### src/rtl/control_unit.sv
// Multi-cycle Moore sequencer: fetches 16-bit instructions, decodes them and drives the
// register-file / ALU / data-memory controls. Optional macro CU_ILLEGAL_TRAP_EN traps undefined opcodes.
module control_unit #(
  parameter int unsigned PC_W = 7
) (
  input  logic            Clk,
  input  logic            ResetN,
  input  logic [15:0]     IR_in,
  output logic [PC_W-1:0] PC_Addr,
  output logic [7:0]      D_Addr,
  output logic            D_Wr,
  output logic            RF_s,
  output logic [3:0]      RF_W_addr,
  output logic [3:0]      RF_Ra_addr,
  output logic [3:0]      RF_Rb_addr,
  output logic            RF_W_en,
  output logic [2:0]      ALU_s0,
  output logic [3:0]      State,
  output logic            Illegal
);

  localparam logic [2:0] ALU_IDLE = 3'b000;
  localparam logic [2:0] ALU_ADD  = 3'b001;
  localparam logic [2:0] ALU_SUB  = 3'b010;

  localparam logic [3:0] OP_NOOP  = 4'h0;
  localparam logic [3:0] OP_STORE = 4'h1;
  localparam logic [3:0] OP_LOAD  = 4'h2;
  localparam logic [3:0] OP_ADD   = 4'h3;
  localparam logic [3:0] OP_SUB   = 4'h4;
  localparam logic [3:0] OP_HALT  = 4'h5;

  typedef enum logic [3:0] {
    S_INIT   = 4'd0,
    S_FETCH  = 4'd1,
    S_DECODE = 4'd2,
    S_NOOP   = 4'd3,
    S_LOADA  = 4'd4,
    S_LOADB  = 4'd5,
    S_STORE  = 4'd6,
    S_ADD    = 4'd7,
    S_SUB    = 4'd8,
    S_HALT   = 4'd9
  } state_t;

  state_t          state_q, state_d;
  logic [15:0]     ir_q, ir_d;
  logic [PC_W-1:0] pc_q, pc_d;

  logic [7:0] d_addr_d;
  logic       d_wr_d, rf_s_d, rf_w_en_d;
  logic [3:0] rf_w_addr_d, rf_ra_addr_d, rf_rb_addr_d;
  logic [2:0] alu_s0_d;

  // Next state, IR and PC
  always_comb begin
    state_d = state_q;
    ir_d    = ir_q;
    pc_d    = pc_q;
    case (state_q)
      S_INIT:   state_d = S_FETCH;
      S_FETCH: begin
        state_d = S_DECODE;
        ir_d    = IR_in;
        pc_d    = pc_q + PC_W'(1);
      end
      S_DECODE: begin
        case (ir_q[15:12])
          OP_NOOP:  state_d = S_NOOP;
          OP_STORE: state_d = S_STORE;
          OP_LOAD:  state_d = S_LOADA;
          OP_ADD:   state_d = S_ADD;
          OP_SUB:   state_d = S_SUB;
          OP_HALT:  state_d = S_HALT;
`ifdef CU_ILLEGAL_TRAP_EN
          default:  state_d = S_HALT;
`else
          default:  state_d = S_NOOP;
`endif
        endcase
      end
      S_LOADA:  state_d = S_LOADB;
      S_NOOP, S_LOADB, S_STORE, S_ADD, S_SUB: state_d = S_FETCH;
      S_HALT:   state_d = S_HALT;
      default:  state_d = S_INIT;
    endcase
  end

  // Outputs decoded from the upcoming state so they can be registered without extra latency
  always_comb begin
    d_addr_d     = 8'h00;
    d_wr_d       = 1'b0;
    rf_s_d       = 1'b0;
    rf_w_addr_d  = 4'h0;
    rf_ra_addr_d = 4'h0;
    rf_rb_addr_d = 4'h0;
    rf_w_en_d    = 1'b0;
    alu_s0_d     = ALU_IDLE;
    case (state_d)
      S_STORE: begin
        d_addr_d     = ir_d[7:0];
        rf_ra_addr_d = ir_d[11:8];
        d_wr_d       = 1'b1;
      end
      S_LOADA:  d_addr_d = ir_d[11:4];
      S_LOADB: begin
        d_addr_d    = ir_d[11:4];
        rf_s_d      = 1'b1;
        rf_w_addr_d = ir_d[3:0];
        rf_w_en_d   = 1'b1;
      end
      S_ADD, S_SUB: begin
        rf_ra_addr_d = ir_d[11:8];
        rf_rb_addr_d = ir_d[7:4];
        rf_w_addr_d  = ir_d[3:0];
        alu_s0_d     = (state_d == S_ADD) ? ALU_ADD : ALU_SUB;
        rf_w_en_d    = 1'b1;
      end
      default: ;
    endcase
  end

  always_ff @(posedge Clk or negedge ResetN) begin
    if (!ResetN) begin
      state_q    <= S_INIT;
      ir_q       <= 16'h0000;
      pc_q       <= '0;
      D_Addr     <= 8'h00;
      D_Wr       <= 1'b0;
      RF_s       <= 1'b0;
      RF_W_addr  <= 4'h0;
      RF_Ra_addr <= 4'h0;
      RF_Rb_addr <= 4'h0;
      RF_W_en    <= 1'b0;
      ALU_s0     <= ALU_IDLE;
    end else begin
      state_q    <= state_d;
      ir_q       <= ir_d;
      pc_q       <= pc_d;
      D_Addr     <= d_addr_d;
      D_Wr       <= d_wr_d;
      RF_s       <= rf_s_d;
      RF_W_addr  <= rf_w_addr_d;
      RF_Ra_addr <= rf_ra_addr_d;
      RF_Rb_addr <= rf_rb_addr_d;
      RF_W_en    <= rf_w_en_d;
      ALU_s0     <= alu_s0_d;
    end
  end

  assign PC_Addr = pc_q;
  assign State   = state_q;

`ifdef CU_ILLEGAL_TRAP_EN
  logic illegal_q;

  // Sticky flag raised on the Decode edge that traps an undefined opcode
  always_ff @(posedge Clk or negedge ResetN) begin
    if (!ResetN) illegal_q <= 1'b0;
    else if (state_q == S_DECODE && ir_q[15:12] > OP_HALT) illegal_q <= 1'b1;
  end

  assign Illegal = illegal_q;
`else
  assign Illegal = 1'b0;
`endif

endmodule
### config.mk
export PLATFORM = sky130hd
export DESIGN_NAME = control_unit
export DESIGN_NICKNAME = d
export VERILOG_FILES = /design/src/rtl/control_unit.sv
export SDC_FILE = /design/constraint.sdc
export NUM_CORES = 1
export LEC_CHECK = 0
export ABC_AREA = 1
export BUFFER_PORTS_ARGS = -buffer_cell sky130_fd_sc_hd__buf_2
export CORE_UTILIZATION = 47
export CTS_BUF_LIST = sky130_fd_sc_hd__clkbuf_8
export CTS_CLUSTER_DIAMETER = 30
export CTS_CLUSTER_SIZE = 24
export DETAILED_ROUTE_END_ITERATION = 10
export GPL_ROUTABILITY_DRIVEN = 0
export GPL_TIMING_DRIVEN = 0
export PLACE_DENSITY = 0.72
export SLEW_MARGIN = 0
export SYNTH_ARGS = -nofsm -noshare
export SYNTH_HDL_FRONTEND = slang
export SYNTH_SLANG_ARGS = --single-unit
### constraint.sdc
create_clock -name Clk -period 1.5 [get_ports Clk]
set_input_delay 0.15 -clock Clk [delete_from_list [all_inputs] [get_ports Clk]]
set_output_delay 0.15 -clock Clk [all_outputs]
set_load 0.02 [all_outputs]
### Word level (Yosys, flattened, before mapping)

Index checks and enable logic that the tools add are counted.

* output and inout port bits: 38
* word-level logic and storage cells: 50
* bits in registers: 53

* add/subtract/negate cells: 1
* equal/unequal tests: 19
* reduce and logical (&&, ||, !) cells: 6
* muxes and demuxes: 12

Operators with widths (count)
* == test 4 x 3 -> 1 bit, second input constant: 10
* one-hot mux 4 bit (5 select lines): 2
* == test 4 x 2 -> 1 bit, second input constant: 4
* one-hot mux 8 bit (2 select lines): 1
* == test 4 bit, second input constant: 3
* two-way mux 12 bit: 1
* two-way mux 4 bit: 3
* == test 4 x 1 -> 1 bit, second input constant: 2
* adder 7 x 1 -> 7 bit, second input constant: 1
* OR reduction 3 bit: 2
* OR reduction 6 bit: 1
* logical NOT 4 bit: 1
* two-way mux 2 bit: 2
* OR reduction 2 bit: 2
* two-way mux 1 bit: 3

### Longest topological paths before layout

Gate-level depths: netlist (run 1).

* depth in word-level cells: 6
* mapped depth: 11
* gate-level depth less buffers: 11

### Least setup slack after synthesis (run 1)

Ideal clock, no wire load.

* path type: flip-flop to flip-flop
* start: register state_q[0] (netlist: State[0])
* end: register pc_q[5] (netlist: PC_Addr[5])
* setup slack: 31 ps
* arrival: 1345 ps
* setup time: 124 ps
* cell stages (with the launch flop): 8
* path through: dfrtp_1 -> inv_1 -> nor2_2 -> nand2_2 -> buf_2 -> nor2_1 -> nand3_1 -> xor2_1

* cells in the longest elaborated chain, start to end: 1

RTL lines
* from (decl): RTL line 46 `state_t state_q, state_d;`
* from (signal assigned): RTL line 137 `state_q <= state_d;`
* == test 4 x 1 -> 1 bit: RTL line 60 `case (state_q)`
* to (signal assigned): RTL line 139 `pc_q <= pc_d;`
* to (decl): RTL line 48 `logic [PC_W-1:0] pc_q, pc_d;`

Every way passes these cells.
A chain may end at the register's enable or synchronous reset.

### Worst setup path in the final report (run 1)

* start: register state_q[0] (netlist: State[0])
* end: register D_Addr[2]

* elaborated cells between the ends (all ways): 18

RTL lines
* == test 4 x 1 -> 1 bit: RTL line 60
* two-way mux 12 bit: RTL line 60
* net ir_d[2]: RTL line 47 `logic [15:0] ir_q, ir_d;`
* one-hot mux 8 bit (2 select lines): RTL line 99 `case (state_d)`
* net d_addr_d[2]: RTL line 50 `logic [7:0] d_addr_d;`
* to (signal assigned): RTL line 140 `D_Addr <= d_addr_d;`
* to (decl): RTL line 10 `output logic [7:0] D_Addr,`

The timed path passes the listed nets, and every way through them passes these cells.

==> flow_summary.yaml, run 1 <==
outcome:
  status: "finished, violations left"
  violations: "setup timing"
clock_tree:
  clkSinkCount: 52
  clk-insertion-delay-late_ns: 0.30
  path_clk_slew_ns: 0.08
  h-tree-depth: 2
  numCtsBuffers: 5
  cts.path.max_buffers: 2
  cts_tree: "built"
  cts_root_buf: "clkbuf_8"
sta:
  timing.final.hold_violations: 0
  finalSetupViolCount: 1
  max_slew_margin: 0.257
  tightestPinTransition_ns: 1.12
  fmax_mhz: 658
  rsz0062_at_grt: "yes"
  finalWorstSetupSlack_ns: -0.0206
  finalCritPeriodShare: 1.01
  fin_crit_ns: 1.52
  fin_tns_setup_ns: -0.0206
  fin_skew_ns: 0.00579
  maxSlewViolCount: 0
  hold_slack_ns: 0.0542
synth:
  syn_area_sq_um: 2120
  syn_avg_cell_area_sq_um: 9.90
  ys_warn_count: 0
  synth_top_area_cell: "dfrtp_1"
  ys_types: 25
  synthDominantCellAreaShare: 0.614
  synth_seq_cells: 52
  synth_area_leaders: "dfrtp_1 61%, nand2_1 8.3%, inv_1 6.2%"
  synth_seq_area_share: 0.614
  syn-instance-count: 214
setup_path:
  crit_end: "D_Addr[2]$_DFF_PN0_"
  worstSetupPathType: "reg2reg"
  start_kind: "flop"
  slowest_delay_ns: 0.40
  cp-startpoint: "State[0]$_DFF_PN0_"
  ff2ff_path_depth: 7
  worstPathArrival_ns: 1.72
  crit_buf_inv: 2
  end_kind: "flop"
  critical_path_depth: 7
  path_delay_family: "simple AND/OR/NAND/NOR gates"
  worst-path-max-fanout: 10
  regToRegStartpoint: "State[0]$_DFF_PN0_"
  r2r-end: "D_Addr[2]$_DFF_PN0_"
  worst_path_most_repeated_cell: "nand2_1"
  cpMaxStageDelayCell: "dfrtp_1"
  worst_ep_required_time_ns: 1.70
  crit_chain: "inv_1 -> nor2_2 -> nand2_4 -> buf_6 -> mux2_4 -> nand2_1 -> nand2_1"
  regToRegSetupSlack_ns: -0.02
place:
  port_buffers: 53
  hpwl_mm: 2.70
finish:
  drive_gt1_frac: 0.426
  final-seq-area_sq_um: 1300
  fillers: 352
  area_growth_pct: 27.8
  nets: 297
  multi_input_area_sq_um: 759
  num_antenna_cells: 0
job:
  drv_cap: 0
route:
  viasPerCell: 4.70
  wire_per_inst_microns: 12.6
  drt_wl_total_mm: 4.16
  vias: 1546
  drc: 0
  ant_nets: 0
  drt_pass1_iterations: 4
  dr.first_iter.drc_count: 83
floorplan:
  die_h_microns: 69.1
  dieArea_sq_um: 4780
  die_w_microns: 69.1
  core_sq_um: 4350
  io_pins: 56
  initial_utilization: 0.486
  fp-row-count: 24
global_routing:
  grt_max_degree: 53
  grt_pass1_vias: 1472
  grt_pass1_wl_mm: 6.56
  grt_usage: 0.176
  antenna_found_initial: 0
  globalRouteOverflowTotal: 0
power:
  p_leak_nw: 1.58
  ir_drop_uv: 923
  p_per_area_nw_per_um2: 2110
  p_total_w: 0.00571
hold_path:
  hp-class: "in2async"
==> sequential cells by signal, summed over array words and instances (netlist names) <==
| name | cells |
|---|---|
| ALU_s0 | 2 |
| D_Addr | 8 |
| D_Wr | 1 |
| PC_Addr | 7 |
| RF_Ra_addr | 4 |
| RF_Rb_addr | 4 |
| RF_W_addr | 4 |
| RF_W_en | 1 |
| RF_s | 1 |
| State | 4 |
| ir_q | 16 |
==> metal layers <==
metal / part of all wire / routed length (microns) / up-vias / GRT usage
li1: - / - / 765 / -
met1: 0.44 / 1840 / 742 / 0.228
met2: 0.51 / 2120 / 35 / 0.289
met3: 0.035 / 146 / 4 / 0.0424
met4: 0.012 / 48 / 0 / 0.0635
met5: 0 / 0 / - / 0
==> area by class of cell <==
class                   instances  area share
plain buffers                   5      0.0143
clock buffers                   5      0.0254
clock inverters                 1      0.0111
inverters                      40      0.0564
multi-input cells             118       0.281
flip-flops and latches         52       0.482
well taps                      52      0.0240
repair buffers                 56       0.106
==> what timing repair did <==
action / 4_1_cts / 5_1_grt
pin swaps: 1 / 15
resized for setup: 4 / 36
hold buffers: 0 / 0
endpoints found under the setup margin: 19 / 23
setup buffers: 0 / 3
==> report_power, final <==
part / total (W) / internal (W) / leakage, nW / switching [W]
sequential: 0.00211 / 0.00186 / 0.662 / 0.000258
clock: 0.000900 / 0.000479 / 0.0501 / 0.000421
combinational: 0.00270 / 0.000958 / 0.869 / 0.00174
total: 0.00571 / 0.00329 / 1.58 / 0.00242
==> cells in the final DEF (no fill, tap or decap), drive strengths merged <==
cell    instances
xor2            5
a21oi           6
nand2          53
nand3          10
o21ai          13
buf            61
ha              1
nor3            1
xnor2           1
bufinv          1
mux2            5
inv            40
conb            2
dfrtp          52
clkbuf          5
nor2           21
==> logic make-up after synthesis <==
kind of cell,after synthesis,synth area share
flops,52,0.614
buf+inv,45,0.0880
compound gates,19,0.0538
fa+ha+maj,1,0.00591
other cells,1,0.00177
mux,5,0.0319
xor+xnor,6,0.0248
simple gates,85,0.180
==> through the flow <==
stage	util	cell area, sq um	setup WS, ns	cells
after global routing	0.622	2710	-0.0860	329
final	0.622	2710	-0.0206	329
after global placement	0.563	2450	-0.00832	320
after floorplan	-	2120	0.0311	215
after detailed placement	0.563	2450	-0.0211	320
after CTS	0.589	2560	0.0256	326
==> Yosys cell counts <==
cell,n
nand3_2,4
o21ai_1,9
a21oi_4,1
inv_2,5
xnor2_1,1
a21oi_1,5
nor2_4,1
o21ai_0,2
o21ai_2,2
dfrtp_1,52
nor3_1,1
conb_1,1
nor2_1,18
inv_1,35
nand2_2,6
ha_1,1
mux2_2,2
nand3_1,6
mux2_4,3
xor2_1,5
buf_6,1
buf_4,2
buf_2,2
nand2_1,47
nor2_2,2
==> how the worst min path moves through the flow <==
stage,startpoint,cells after the start,end
after floorplan,ResetN,0,ALU_s0[0]$_DFF_PN0_
after global placement,IR_in[15],3,ir_q[15]$_DFFE_PN0P_
after detailed placement,IR_in[14],3,ir_q[14]$_DFFE_PN0P_
after CTS,IR_in[13],3,ir_q[13]$_DFFE_PN0P_
after global routing,IR_in[1],2,ir_q[1]$_DFF_PN0_
final,ResetN,1,D_Addr[5]$_DFF_PN0_
Note: power is estimated with default switching activity, not from simulation.
==> inputs of run 2 (changes only) <==
--- a/config.mk
+++ b/config.mk
@@ -7,14 +7,14 @@
 export LEC_CHECK = 0
 export ABC_AREA = 1
 export BUFFER_PORTS_ARGS = -buffer_cell sky130_fd_sc_hd__buf_2
-export CORE_UTILIZATION = 47
-export CTS_BUF_LIST = sky130_fd_sc_hd__clkbuf_8
+export CAP_MARGIN = 20
+export CORE_UTILIZATION = 46
 export CTS_CLUSTER_DIAMETER = 30
 export CTS_CLUSTER_SIZE = 24
 export DETAILED_ROUTE_END_ITERATION = 10
 export GPL_ROUTABILITY_DRIVEN = 0
 export GPL_TIMING_DRIVEN = 0
-export PLACE_DENSITY = 0.72
+export PLACE_DENSITY = 0.74
 export SLEW_MARGIN = 0
 export SYNTH_ARGS = -nofsm -noshare
 export SYNTH_HDL_FRONTEND = slang
==> constraint.sdc (replaced) <==
create_clock -name Clk -period 1.3 [get_ports Clk]
set_input_delay 0.13 -clock Clk [delete_from_list [all_inputs] [get_ports Clk]]
set_output_delay 0.13 -clock Clk [all_outputs]
set_load 0.02 [all_outputs]
==> flow_summary.yaml, run 2 (synthesis gave the netlist of run 1 again) <==
outcome:
  status: "finished, violations left"
  violations: "setup timing"
finish:
  top_register: "ir_q"
  fin_area_sq_um: 2950
  largest_reg_flops: 16
  fillers: 348
  final_common_cell: "buf_2"
  drive_gt1_frac: 0.498
  nets: 305
  area_growth_pct: 39.1
  num_antenna_cells: 0
  final_cell_mix: "53 x buf_2, 47 x dfrtp_1, 33 x nand2_1"
global_routing:
  globalRouteOverflowTotal: 0
  grt_pass1_vias: 1569
  grt_max_degree: 53
  grt_usage: 0.194
  antenna_found_initial: 0
  grt_pass1_wl_mm: 7.25
sta:
  finalWorstSetupSlack_ns: -0.191
  tightestPinTransition_ns: 0.663
  finalSetupViolCount: 30
  finalCritPeriodShare: 1.15
  fmax_mhz: 671
  fin_skew_ns: 0.0105
  fin_crit_ns: 1.49
  rsz0062_at_grt: "yes"
  timing.final.hold_violations: 0
  maxSlewViolCount: 0
  fin_tns_setup_ns: -3.66
  max_slew_margin: 0.558
clock_tree:
  clkSinkCount: 52
  numCtsBuffers: 5
  cts_root_buf: "clkbuf_8"
  cts_tree: "built"
  path_clk_slew_ns: 0.10
  clk-insertion-delay-late_ns: 0.31
  cts.path.max_buffers: 2
  h-tree-depth: 2
route:
  wire_per_inst_microns: 13.4
  drt_wl_total_mm: 4.53
  ant_nets: 0
  drc: 0
  dr.first_iter.drc_count: 105
  drt_pass1_iterations: 4
  vias: 1577
  viasPerCell: 4.65
floorplan:
  initial_utilization: 0.483
  io_pins: 56
  fp-row-count: 24
  dieArea_sq_um: 4880
  die_h_microns: 69.9
  die_w_microns: 69.9
  core_sq_um: 4380
setup_path:
  worstSetupPathType: "reg2reg"
  ff2ff_path_depth: 6
  worst_ep_required_time_ns: 1.50
  regToRegSetupSlack_ns: -0.19
  r2r-end: "D_Addr[1]$_DFF_PN0_"
  worstPathArrival_ns: 1.70
  regToRegStartpoint: "State[2]$_DFF_PN0_"
  worst-path-max-fanout: 10
  end_kind: "flop"
  start_kind: "flop"
power:
  ir_drop_uv: 1150
  p_per_area_nw_per_um2: 2560
  p_leak_nw: 1.66
job:
  drv_cap: 0
place:
  placed_area_sq_um: 2470
  port_buffers: 53
  place_ws_ns: -0.207
  hpwl_mm: 2.74
hold_path:
  hp-start: "IR_in[8]"
  worstHoldPathCells: 3
  min_to: "ir_q[8]$_DFF_PN0_"
  hp-class: "in2reg"
run 2: worst max-delay path, cell delays in order, from the launching register on:
cell and delay (ns):
dfrtp_2 0.45, nor2_4 0.19, nand2_4 0.14, buf_8 0.18
mux2_4 0.32, nand2_1 0.07, nand2_1 0.04
run 2: cell type report:
cell class / instances / area [sq um] / area share
clock buffer: 5 / 68.8 / 0.0234
buffer: 5 / 46.3 / 0.0157
tap: 52 / 65.1 / 0.0221
multi-input combinational: 118 / 821 / 0.279
sequential: 52 / 1310 / 0.444
clock inverter: 3 / 68.8 / 0.0234
timing repair buffer: 64 / 417 / 0.141
inverter: 40 / 153 / 0.0518
run 2: through the flow:
step	instances	power (W)	hold slack, ns	util
after floorplan	215	0.00442	-0.166	-
after global placement	320	0.00503	0.375	0.564
after detailed placement	320	0.00511	0.384	0.564
after CTS	333	0.00692	0.0486	0.631
after global routing	339	0.00804	0.0601	0.672
final	339	0.00753	0.0638	0.672
run 2: layer usage:
metal,GRT usage,share of wire,vias up
li1,-,-,782
met1,0.258,0.44,743
met2,0.297,0.50,43
met3,0.0577,0.045,9
met4,0.0844,0.021,0
met5,0,0,-
run 2: how the worst max path moves through the flow:
stage	from	endpoint	slack, ns	depth (start not counted)
after floorplan	State[0]$_DFF_PN0_	D_Addr[1]$_DFF_PN0_	-0.08	7
after global placement	State[0]$_DFF_PN0_	D_Addr[3]$_DFF_PN0_	-0.16	9
final	State[2]$_DFF_PN0_	D_Addr[1]$_DFF_PN0_	-0.19	6
after CTS	ir_q[15]$_DFFE_PN0P_	D_Addr[5]$_DFF_PN0_	-0.1	9
after detailed placement	State[0]$_DFF_PN0_	D_Addr[3]$_DFF_PN0_	-0.21	9
after global routing	ir_q[14]$_DFFE_PN0P_	RF_W_addr[3]$_DFF_PN0_	-0.26	11
run 2: repair_timing:
item                       CTS  global route
pin swaps                   11            19
setup buffers                5             4
setup endpoints to repair   37            42
hold endpoints to repair     0            27
resized for setup           30            28
hold buffers                 0             1
run 2: report_power, final:
part | internal, W | switching (W) | total [W]
Sequential | 0.00215 | 0.000303 | 0.00245
Combinational | 0.00151 | 0.00226 | 0.00377
Clock | 0.000774 | 0.000536 | 0.00131
==> inputs of run 3 (changes only) <==
--- a/config.mk
+++ b/config.mk
@@ -15,7 +15,7 @@
 export GPL_ROUTABILITY_DRIVEN = 0
 export GPL_TIMING_DRIVEN = 0
 export PLACE_DENSITY = 0.74
-export SLEW_MARGIN = 0
+export SLEW_MARGIN = 30
 export SYNTH_ARGS = -nofsm -noshare
 export SYNTH_HDL_FRONTEND = slang
 export SYNTH_SLANG_ARGS = --single-unit
==> constraint.sdc (replaced) <==
create_clock -name Clk -period 1.3 [get_ports Clk]
set_input_delay 0.195 -clock Clk [delete_from_list [all_inputs] [get_ports Clk]]
set_output_delay 0.195 -clock Clk [all_outputs]
set_load 0.005 [all_outputs]
==> flow_summary.yaml, run 3 (synthesis gave the netlist of run 1 again) <==
outcome:
  status: "finished, violations left"
  violations: "setup timing"
finish:
  final-seq-area_sq_um: 1300
  fin_area_sq_um: 3020
  fillers: 315
  num_antenna_cells: 0
  top_register: "ir_q"
  nets: 315
  drive_gt1_frac: 0.512
  final_common_cell: "buf_2"
  final_cell_mix: "52 x buf_2, 50 x dfrtp_1, 32 x nand2_1"
  multi_input_area_sq_um: 883
  largest_reg_flops: 16
  area_growth_pct: 42.4
sta:
  rsz0062_at_grt: "yes"
  timing.final.hold_violations: 0
  hold_slack_ns: 0.129
  finalWorstSetupSlack_ns: -0.240
  maxSlewViolCount: 0
  finalSetupViolCount: 39
  tightestPinTransition_ns: 0.640
  max_slew_margin: 0.573
  fmax_mhz: 649
  fin_crit_ns: 1.54
  finalCritPeriodShare: 1.18
  fin_skew_ns: 0.00641
global_routing:
  grt_usage: 0.189
  globalRouteOverflowTotal: 0
  grt_pass1_vias: 1537
  grt_max_degree: 53
  grt_pass1_wl_mm: 7.15
  antenna_found_initial: 0
clock_tree:
  h-tree-depth: 2
  cts_root_buf: "clkbuf_8"
  cts.path.max_buffers: 2
  path_clk_slew_ns: 0.10
  numCtsBuffers: 5
  clkSinkCount: 52
  cts_tree: "built"
  clk-insertion-delay-late_ns: 0.31
setup_path:
  worst_ep_required_time_ns: 1.55
  worstSetupPathType: "reg2reg"
  worst-path-max-fanout: 5
  end_kind: "flop"
  cpMaxStageDelayCell: "dfrtp_1"
  slowest_delay_ns: 0.42
  worstPathArrival_ns: 1.79
  start_kind: "flop"
  crit_chain: "nor2_2 -> nand2_2 -> nand2_2 -> buf_6 -> nand2_4 -> a21oi_4 -> nand3_4 -> inv_4 -> nand2_1 -> nand2_1"
  crit_buf_inv: 2
  path_delay_family: "simple AND/OR/NAND/NOR gates"
floorplan:
  die_h_microns: 69.9
  die_w_microns: 69.9
  io_pins: 56
  fp-row-count: 24
  dieArea_sq_um: 4880
  initial_utilization: 0.483
  core_sq_um: 4380
job:
  drv_cap: 0
route:
  drc: 0
  drt_pass1_iterations: 5
  vias: 1676
  wire_per_inst_microns: 13.4
  dr.first_iter.drc_count: 94
  viasPerCell: 4.80
  drt_wl_total_mm: 4.68
  ant_nets: 0
hold_path:
  hp-class: "in2reg"
place:
  port_buffers: 53
  hpwl_mm: 2.70
  placed_area_sq_um: 2460
power:
  ir_drop_uv: 1140
  p_per_area_nw_per_um2: 2380
  p_leak_nw: 1.71
  p_total_w: 0.00718
run 3: tightest hold or removal path, cell delays in order:
cell	delay [ns]
buf_2	0.07
nor2_1	0.03
a21oi_1	0.09
run 3: layout make-up:
class / count / share of cell area
timing repair buffer: 74 / 0.155
buffer: 5 / 0.0162
sequential: 52 / 0.432
clock buffer: 5 / 0.0228
inverter: 40 / 0.0523
clock inverter: 3 / 0.00705
tap: 52 / 0.0216
multi-input combinational: 118 / 0.293
run 3: report_power, final:
group          internal (W)  switching [W]  total [W]
registers           0.00214       0.000315    0.00246
clock network      0.000383       0.000552   0.000935
logic               0.00166        0.00213    0.00379
total               0.00419        0.00299    0.00718
run 3: final timing paths:
kind,start,endpoint,slack [ns],cells past startpoint
max in group asynchronous,ResetN,State[1]$_DFF_PN0_,0.39,2
min reg2reg,PC_Addr[6]$_DFFE_PN0P_,PC_Addr[6]$_DFFE_PN0P_,0.46,1
min,IR_in[14],ir_q[14]$_DFFE_PN0P_,0.13,3
max reg2reg,ir_q[14]$_DFFE_PN0P_,D_Addr[0]$_DFF_PN0_,-0.24,10
max,ir_q[14]$_DFFE_PN0P_,D_Addr[0]$_DFF_PN0_,-0.24,10
min in group asynchronous,ResetN,D_Addr[1]$_DFF_PN0_,0.45,2
run 3: metrics by stage:
step,setup WS (ns),cells,TNS [ns],utilization
global placement,-0.192,320,-3.50,0.561
CTS,-0.154,339,-2.96,0.640
floorplan,-0.0376,215,-0.223,-
global route,-0.310,349,-8.59,0.688
finish,-0.240,349,-5.63,0.688
detailed placement,-0.203,320,-4.27,0.561
run 3: per-layer routing:
metal	vias up	routed length, microns	track usage
met4	0	72	0.0711
met2	52	2390	0.298
met1	815	1990	0.248
li1	801	-	-
met5	-	0	0
met3	8	233	0.0534
run 3: timing repair:
action / in CTS / in global routing
pin swaps: 13 / 23
setup endpoints to repair: 37 / 46
buffers inserted: 9 / 11
hold buffers: 1 / 0
resized for setup: 41 / 37
hold endpoints to repair: 52 / 0
gates cloned: 1 / 0
